**src/rtl/regfile_port_ctrl_if.sv**
```systemverilog
// Register-file port sharing bus: pipeline writeback, decode read, debug req/ack
// and the register-file facing write port / read port A.
interface regfile_port_ctrl_if #(
    parameter int unsigned XLEN   = 32,
    parameter int unsigned ADDR_W = 5
);
    logic              wbEn_I;
    logic [ADDR_W-1:0] wbAddr_I;
    logic [XLEN-1:0]   wbData_I;
    logic [ADDR_W-1:0] pipeAddrA_I;
    logic              pipeREn_I;
    logic              dbgReq_I;
    logic              dbgWe_I;
    logic [ADDR_W-1:0] dbgAddr_I;
    logic [XLEN-1:0]   dbgWData_I;
    logic [XLEN-1:0]   rfDataA_I;
    logic              dbgAck_O;
    logic [XLEN-1:0]   dbgRData_O;
    logic              rfWEn_O;
    logic [ADDR_W-1:0] rfDest_O;
    logic [XLEN-1:0]   rfWData_O;
    logic [ADDR_W-1:0] rfAddrA_O;
    logic              rfREn_O;
    logic              stall_O;
    logic              clearDone_O;

    // Environment side: pipeline, debug host and register file model
    modport master (
        output wbEn_I, wbAddr_I, wbData_I, pipeAddrA_I, pipeREn_I,
        output dbgReq_I, dbgWe_I, dbgAddr_I, dbgWData_I, rfDataA_I,
        input  dbgAck_O, dbgRData_O, rfWEn_O, rfDest_O, rfWData_O,
        input  rfAddrA_O, rfREn_O, stall_O, clearDone_O
    );

    // Controller side
    modport slave (
        input  wbEn_I, wbAddr_I, wbData_I, pipeAddrA_I, pipeREn_I,
        input  dbgReq_I, dbgWe_I, dbgAddr_I, dbgWData_I, rfDataA_I,
        output dbgAck_O, dbgRData_O, rfWEn_O, rfDest_O, rfWData_O,
        output rfAddrA_O, rfREn_O, stall_O, clearDone_O
    );
endinterface

```
**src/rtl/regfile_port_ctrl.sv**
```systemverilog
// Register file write-port / read-port-A sequencer: post-reset clear of x1..x31,
// pipeline writeback pass-through, and a four-phase debug port that borrows the ports.
module regfile_port_ctrl #(
    parameter int unsigned NREG   = 32,
    parameter int unsigned XLEN   = 32,
    parameter int unsigned ADDR_W = 5
) (
    input  logic                clk_I,
    input  logic                rst_n_I,
    regfile_port_ctrl_if.slave  bus
);
    localparam logic [ADDR_W-1:0] LAST_REG = ADDR_W'(NREG - 1);

    typedef enum logic [2:0] {
        CLEAR  = 3'd0,
        IDLE   = 3'd1,
        DBG_WR = 3'd2,
        DBG_RD = 3'd3,
        DONE   = 3'd4
    } state_e;

    state_e            state_q, state_d;
    logic [ADDR_W-1:0] clr_cnt_q, clr_cnt_d;
    logic              dbg_ack_q, dbg_ack_d;
    logic [XLEN-1:0]   dbg_rdata_q, dbg_rdata_d;
    logic              clear_done_q, clear_done_d;

    logic              wen_c;
    logic [ADDR_W-1:0] dest_c;
    logic [XLEN-1:0]   wdata_c;
    logic [ADDR_W-1:0] addr_a_c;
    logic              ren_c;

    // Next-state and registered-output logic
    always_comb begin
        state_d      = state_q;
        clr_cnt_d    = clr_cnt_q;
        dbg_rdata_d  = dbg_rdata_q;
        clear_done_d = clear_done_q;
        unique case (state_q)
            CLEAR: begin
                clr_cnt_d = clr_cnt_q + ADDR_W'(1);
                if (clr_cnt_q == LAST_REG) begin
                    state_d      = IDLE;
                    clear_done_d = 1'b1;
                end
            end
            IDLE: begin
                if (bus.dbgReq_I) begin
                    state_d = bus.dbgWe_I ? DBG_WR : DBG_RD;
                end
            end
            DBG_WR: begin
                // Pipeline writeback owns the port; retry until it is free
                if (!bus.wbEn_I) begin
                    state_d = DONE;
                end
            end
            DBG_RD: begin
                dbg_rdata_d = bus.rfDataA_I;
                state_d     = DONE;
            end
            DONE: begin
                if (!bus.dbgReq_I) begin
                    state_d = IDLE;
                end
            end
            default: state_d = CLEAR;
        endcase
        dbg_ack_d = (state_d == DONE);
    end

    // Write-port mux: clear first, then pipeline, then debug write
    always_comb begin
        wen_c   = 1'b0;
        dest_c  = bus.wbAddr_I;
        wdata_c = bus.wbData_I;
        if (state_q == CLEAR) begin
            wen_c   = 1'b1;
            dest_c  = clr_cnt_q;
            wdata_c = '0;
        end else if (bus.wbEn_I) begin
            wen_c = |bus.wbAddr_I;
        end else if (state_q == DBG_WR) begin
            wen_c   = |bus.dbgAddr_I;
            dest_c  = bus.dbgAddr_I;
            wdata_c = bus.dbgWData_I;
        end
    end

    // Read port A is borrowed only during the single debug-read cycle
    always_comb begin
        addr_a_c = bus.pipeAddrA_I;
        ren_c    = bus.pipeREn_I;
        if (state_q == DBG_RD) begin
            addr_a_c = bus.dbgAddr_I;
            ren_c    = 1'b1;
        end
    end

    always_ff @(posedge clk_I or negedge rst_n_I) begin
        if (!rst_n_I) begin
            state_q      <= CLEAR;
            clr_cnt_q    <= ADDR_W'(1);
            dbg_ack_q    <= 1'b0;
            dbg_rdata_q  <= '0;
            clear_done_q <= 1'b0;
        end else begin
            state_q      <= state_d;
            clr_cnt_q    <= clr_cnt_d;
            dbg_ack_q    <= dbg_ack_d;
            dbg_rdata_q  <= dbg_rdata_d;
            clear_done_q <= clear_done_d;
        end
    end

    assign bus.rfWEn_O     = wen_c & rst_n_I;
    assign bus.rfDest_O    = dest_c;
    assign bus.rfWData_O   = wdata_c;
    assign bus.rfAddrA_O   = addr_a_c;
    assign bus.rfREn_O     = ren_c;
    assign bus.stall_O     = (state_q == CLEAR) || (state_q == DBG_RD);
    assign bus.dbgAck_O    = dbg_ack_q;
    assign bus.dbgRData_O  = dbg_rdata_q;
    assign bus.clearDone_O = clear_done_q;

endmodule

```
**src/flat_wrapper.sv**
```systemverilog
// flat-port wrapper written by rule: the top's interface ports become plain ports
module regfile_port_ctrl_flat 
#(
    parameter int unsigned NREG   = 32,
    parameter int unsigned XLEN   = 32,
    parameter int unsigned ADDR_W = 5
)
  (clk_I, rst_n_I, bus_wbEn_I, bus_wbAddr_I, bus_wbData_I, bus_pipeAddrA_I, bus_pipeREn_I, bus_dbgReq_I, bus_dbgWe_I, bus_dbgAddr_I, bus_dbgWData_I, bus_rfDataA_I, bus_dbgAck_O, bus_dbgRData_O, bus_rfWEn_O, bus_rfDest_O, bus_rfWData_O, bus_rfAddrA_O, bus_rfREn_O, bus_stall_O, bus_clearDone_O);
  regfile_port_ctrl_if #(.XLEN(XLEN), .ADDR_W(ADDR_W)) bus_i ();
  input  logic clk_I;
  input  logic rst_n_I;
  input wire logic [$bits(bus_i.wbEn_I)-1:0] bus_wbEn_I;
  input wire logic [$bits(bus_i.wbAddr_I)-1:0] bus_wbAddr_I;
  input wire logic [$bits(bus_i.wbData_I)-1:0] bus_wbData_I;
  input wire logic [$bits(bus_i.pipeAddrA_I)-1:0] bus_pipeAddrA_I;
  input wire logic [$bits(bus_i.pipeREn_I)-1:0] bus_pipeREn_I;
  input wire logic [$bits(bus_i.dbgReq_I)-1:0] bus_dbgReq_I;
  input wire logic [$bits(bus_i.dbgWe_I)-1:0] bus_dbgWe_I;
  input wire logic [$bits(bus_i.dbgAddr_I)-1:0] bus_dbgAddr_I;
  input wire logic [$bits(bus_i.dbgWData_I)-1:0] bus_dbgWData_I;
  input wire logic [$bits(bus_i.rfDataA_I)-1:0] bus_rfDataA_I;
  output wire logic [$bits(bus_i.dbgAck_O)-1:0] bus_dbgAck_O;
  output wire logic [$bits(bus_i.dbgRData_O)-1:0] bus_dbgRData_O;
  output wire logic [$bits(bus_i.rfWEn_O)-1:0] bus_rfWEn_O;
  output wire logic [$bits(bus_i.rfDest_O)-1:0] bus_rfDest_O;
  output wire logic [$bits(bus_i.rfWData_O)-1:0] bus_rfWData_O;
  output wire logic [$bits(bus_i.rfAddrA_O)-1:0] bus_rfAddrA_O;
  output wire logic [$bits(bus_i.rfREn_O)-1:0] bus_rfREn_O;
  output wire logic [$bits(bus_i.stall_O)-1:0] bus_stall_O;
  output wire logic [$bits(bus_i.clearDone_O)-1:0] bus_clearDone_O;
  assign bus_i.wbEn_I = bus_wbEn_I;
  assign bus_i.wbAddr_I = bus_wbAddr_I;
  assign bus_i.wbData_I = bus_wbData_I;
  assign bus_i.pipeAddrA_I = bus_pipeAddrA_I;
  assign bus_i.pipeREn_I = bus_pipeREn_I;
  assign bus_i.dbgReq_I = bus_dbgReq_I;
  assign bus_i.dbgWe_I = bus_dbgWe_I;
  assign bus_i.dbgAddr_I = bus_dbgAddr_I;
  assign bus_i.dbgWData_I = bus_dbgWData_I;
  assign bus_i.rfDataA_I = bus_rfDataA_I;
  assign bus_dbgAck_O = bus_i.dbgAck_O;
  assign bus_dbgRData_O = bus_i.dbgRData_O;
  assign bus_rfWEn_O = bus_i.rfWEn_O;
  assign bus_rfDest_O = bus_i.rfDest_O;
  assign bus_rfWData_O = bus_i.rfWData_O;
  assign bus_rfAddrA_O = bus_i.rfAddrA_O;
  assign bus_rfREn_O = bus_i.rfREn_O;
  assign bus_stall_O = bus_i.stall_O;
  assign bus_clearDone_O = bus_i.clearDone_O;
  regfile_port_ctrl #(.NREG(NREG), .XLEN(XLEN), .ADDR_W(ADDR_W)) u_core (.clk_I(clk_I), .rst_n_I(rst_n_I), .bus(bus_i));
endmodule
```
**config.mk**
```make
export PLATFORM = sky130hd
export DESIGN_NAME = regfile_port_ctrl_flat
export DESIGN_NICKNAME = d
export VERILOG_FILES = /design/src/rtl/regfile_port_ctrl_if.sv /design/src/rtl/regfile_port_ctrl.sv /design/src/flat_wrapper.sv
export SDC_FILE = /design/constraint.sdc
export NUM_CORES = 1
export LEC_CHECK = 0
export ABC_AREA = 1
export CORE_MARGIN = 8
export CORE_UTILIZATION = 29
export DETAILED_ROUTE_END_ITERATION = 8
export DONT_BUFFER_PORTS = 1
export PLACE_DENSITY = 0.4
export SKIP_LAST_GASP = 1
export SYNTH_ARGS = -nofsm -noshare
export SYNTH_HDL_FRONTEND = slang
export SYNTH_SLANG_ARGS = --single-unit
export TNS_END_PERCENT = 10
```
**constraint.sdc**
```tcl
create_clock -name clk_I -period 1.45 [get_ports clk_I]
set_clock_uncertainty 0.15 [all_clocks]
set_input_delay 0.0725 -clock clk_I [delete_from_list [all_inputs] [get_ports clk_I]]
set_output_delay 0.0725 -clock clk_I [all_outputs]
set_load 0.005 [all_outputs]
```
==> run metrics <==
WL final=7723 um; clock latency on the worst-skew pair=0.29 ns; dpl ws=-0.01869 ns; CP max stage delay=0.44 ns; Fmax=578.2 MHz; Num CTS Buffers=5; die area=11260 um^2; DR WL/cell=17.67 um; Crit Path Max Fanout=5; number of port buffers=0; largest family of logic cells by synthesized area=simple AND/OR/NAND/NOR gates; Hold WS=0.08215 ns; leak pwr=1.387 nW; Die Y=106.1 um; RSZ-0062 raised after global routing=yes; xor-xnor portion of the synthesized cell area=1.116%; CP required=1.23 ns; antenna cells=0; pin count of the biggest net entering global routing=43; crit path time final=1.730 ns; Syn-to-layout area delta=37.73%; slack of the critical path=-0.2796 ns; dpl cells=383; crit path DAT=1.51 ns; antenna viol nets, final=0; flops & latches, synth=42; endpoints failing setup=77; Seq/Total Area, Yosys=44.69%; number of vias per cell=4.792; Worst slew margin=84.09%; Max Cap Viol=0; GRT Total Usage=12.96%; Initial DRC Count=118; CTS tree=built; first-pass GRT wire length=12000 um; cell row count=33; Root Driver=clkbuf_8; Startpoint Class=register; Post-Synthesis Cell Area=2355 um^2; compound-gate portion of the synthesized area=9.405%; Boundary Pins=196; global route overflow=0; Clock Path Buffers=2; chip width=106.1 um; via count=2094; area share of and/or/nand/nor cells after synthesis=20.14%; DRC violations left=0; Starting Density=29.25%; CP bufs+invs=3; max-slew violations=0; Worst-path clk slew=0.08 ns; TritonRoute pass-1 iters=4; Non-Filler Instances=437; layout cells sized above 1=28.92%; violated checks=setup timing; status=finished, violations left; cell family with most CP delay=flip-flops; vias in the first global route=2332; CTS sink count=42; Cell variety after synth=22; Final Hold Fails=0; Synth Instances=276; crit-path cells=inv_2 > nand2_4 > nor2_4 > buf_12 > buf_6 > nand2_2 > a31oi_4; H-tree Lvls=2; Mapped Avg Cell Area=8.532 um^2; hpwl dp=5723 um; nets=450; YS warnings=0; CP Capture Type=primary output; RD Place Congestion=0.7371; Final Core Density=40.28%; Hold Crit Class=primary input to primary output; PD cells=1165 nW/um^2; syn_nets=395; Final period util=119.3%; mux cell area share after synthesis=17.22%; initial antenna violation count=0; Worst-Margin Slew=0.2368 ns; critical path class=register to primary output; critical path's slowest cell=dfrtp_1; adder-cell share of the synthesized area=1.063%; Peak VDD IR=822.9 uV; core area=8051 um^2
==> sequential cells by signal (all words and copies together) (netlist names) <==
signal,count
u_core.bus.dbgRData_O,32
u_core.state_q,3
u_core.bus.dbgAck_O,1
u_core.clr_cnt_q,5
u_core.bus.clearDone_O,1
==> path summary, 6_finish.rpt <==
| check | from | end | slack [ns] | cells past startpoint |
|---|---|---|---|---|
| max | u_core.state_q[0]$_DFF_PN0_ | bus_rfDest_O[1] | -0.28 | 7 |
| min | bus_pipeREn_I | bus_rfREn_O | 0.08 | 2 |
| max reg2reg | u_core.state_q[0]$_DFF_PN0_ | u_core.bus.dbgRData_O[22]$_DFFE_PN0P_ | -0.11 | 4 |
| min reg2reg | u_core.clr_cnt_q[2]$_DFFE_PN0P_ | u_core.clr_cnt_q[2]$_DFFE_PN0P_ | 0.36 | 1 |
| max in group asynchronous | rst_n_I | u_core.clr_cnt_q[0]$_DFFE_PN1P_ | 0.77 | 2 |
| min in group asynchronous | rst_n_I | u_core.bus.dbgRData_O[20]$_DFFE_PN0P_ | 0.11 | 2 |
==> worst register-to-register path, cell delays in order (launching register included) <==
cell	delay, ns
dfrtp_1	0.44
buf_4	0.16
nand3_2	0.10
buf_12	0.21
mux2_2	0.39
==> cell type report <==
type | instances | area [um^2]
Tap cell | 105 | 131.4
Multi-Input combinational cell | 202 | 1229
Timing Repair Buffer | 64 | 675.6
Clock inverter | 2 | 12.51
Sequential cell | 42 | 1052
Fill cell | 793 | 4808
Inverter | 16 | 60.06
Clock buffer | 6 | 82.58
==> Yosys cell counts <==
cell type | instances | share of area [%]
nor2_1 | 74 | 12
dfrtp_1 | 41 | 44
o21ai_0 | 38 | 8.1
mux2_2 | 36 | 17
nand2_1 | 30 | 4.8
inv_1 | 14 | 2.2
nand3_1 | 8 | 1.7
buf_2 | 6 | 1.3
buf_4 | 6 | 1.9
clkbuf_1 | 4 | 0.64
a31oi_1 | 3 | 0.80
ha_1 | 2 | 1.1
inv_2 | 2 | 0.32
nand4_1 | 2 | 0.53
nor3_1 | 2 | 0.43
xor2_1 | 2 | 0.74
dfstp_2 | 1 | 1.1
nand3_2 | 1 | 0.43
nor2_4 | 1 | 0.48
o21ai_1 | 1 | 0.21
o31ai_1 | 1 | 0.32
xnor2_1 | 1 | 0.37
==> per-layer routing <==
metal / vias to the layer above / wire length, um / GRT usage (%)
met5: - / 0 / 0
met4: 0 / 116 / 3.719
met3: 13 / 753 / 4.961
met2: 108 / 4229 / 25.83
met1: 962 / 2624 / 11.69
li1: 1011 / - / -
==> cells by family after synthesis <==
logic type               after synthesis
AO/OA/AOI/OAI                         43
XOR/XNOR                               3
adder cells (fa/ha/maj)                2
buffers and inverters                 32
flip-flops                            42
multiplexers                          36
AND/OR/NAND/NOR                      118
==> timing repair <==
item                                    CTS  global route
resized for setup                        11            22
endpoints found under the setup margin   45            82
buffers inserted                          6             2
hold endpoints to repair                 78             0
gates cloned                              1             1
pin swaps                                18            22
hold buffers                             37             0
==> metrics by stage <==
stage	cell area (um^2)	setup TNS, ns	power (mW)
global route	3243	-18.96	4.071
detailed placement	2561	-0.03722	2.739
CTS	3169	-14.11	3.756
floorplan	2360	0	2.376
finish	3243	-12.69	3.779
global placement	2561	0	2.728
==> power breakdown <==
group,switching [mW],internal [mW]
combinational,0.747,0.687
clock,0.399,0.383
sequential,0.165,1.40
==> cells in the final DEF (no fill, tap or decap) <==
cell	count
buf_6	4
o21ai_0	34
clkbuf_16	1
dfrtp_1	41
o21ai_2	1
buf_16	1
nor3_1	1
buf_12	3
xor2_1	2
nand2_1	26
clkbuf_8	6
inv_1	12
nand2_4	1
nor3_2	1
buf_4	17
nand4_1	2
buf_8	2
o31ai_1	1
a31oi_2	2
xnor2_1	1
o21ai_1	4
dfstp_2	1
clkinvlp_4	1
nor2_4	1
mux2_2	36
nand3_2	3
nand3_1	6
nor2_2	6
ha_1	2
dlygate4sd3_1	36
a31oi_4	1
nor2_1	68
inv_2	4
nand2_2	3
clkinv_2	1
Note: power is estimated with default switching activity, not from simulation.
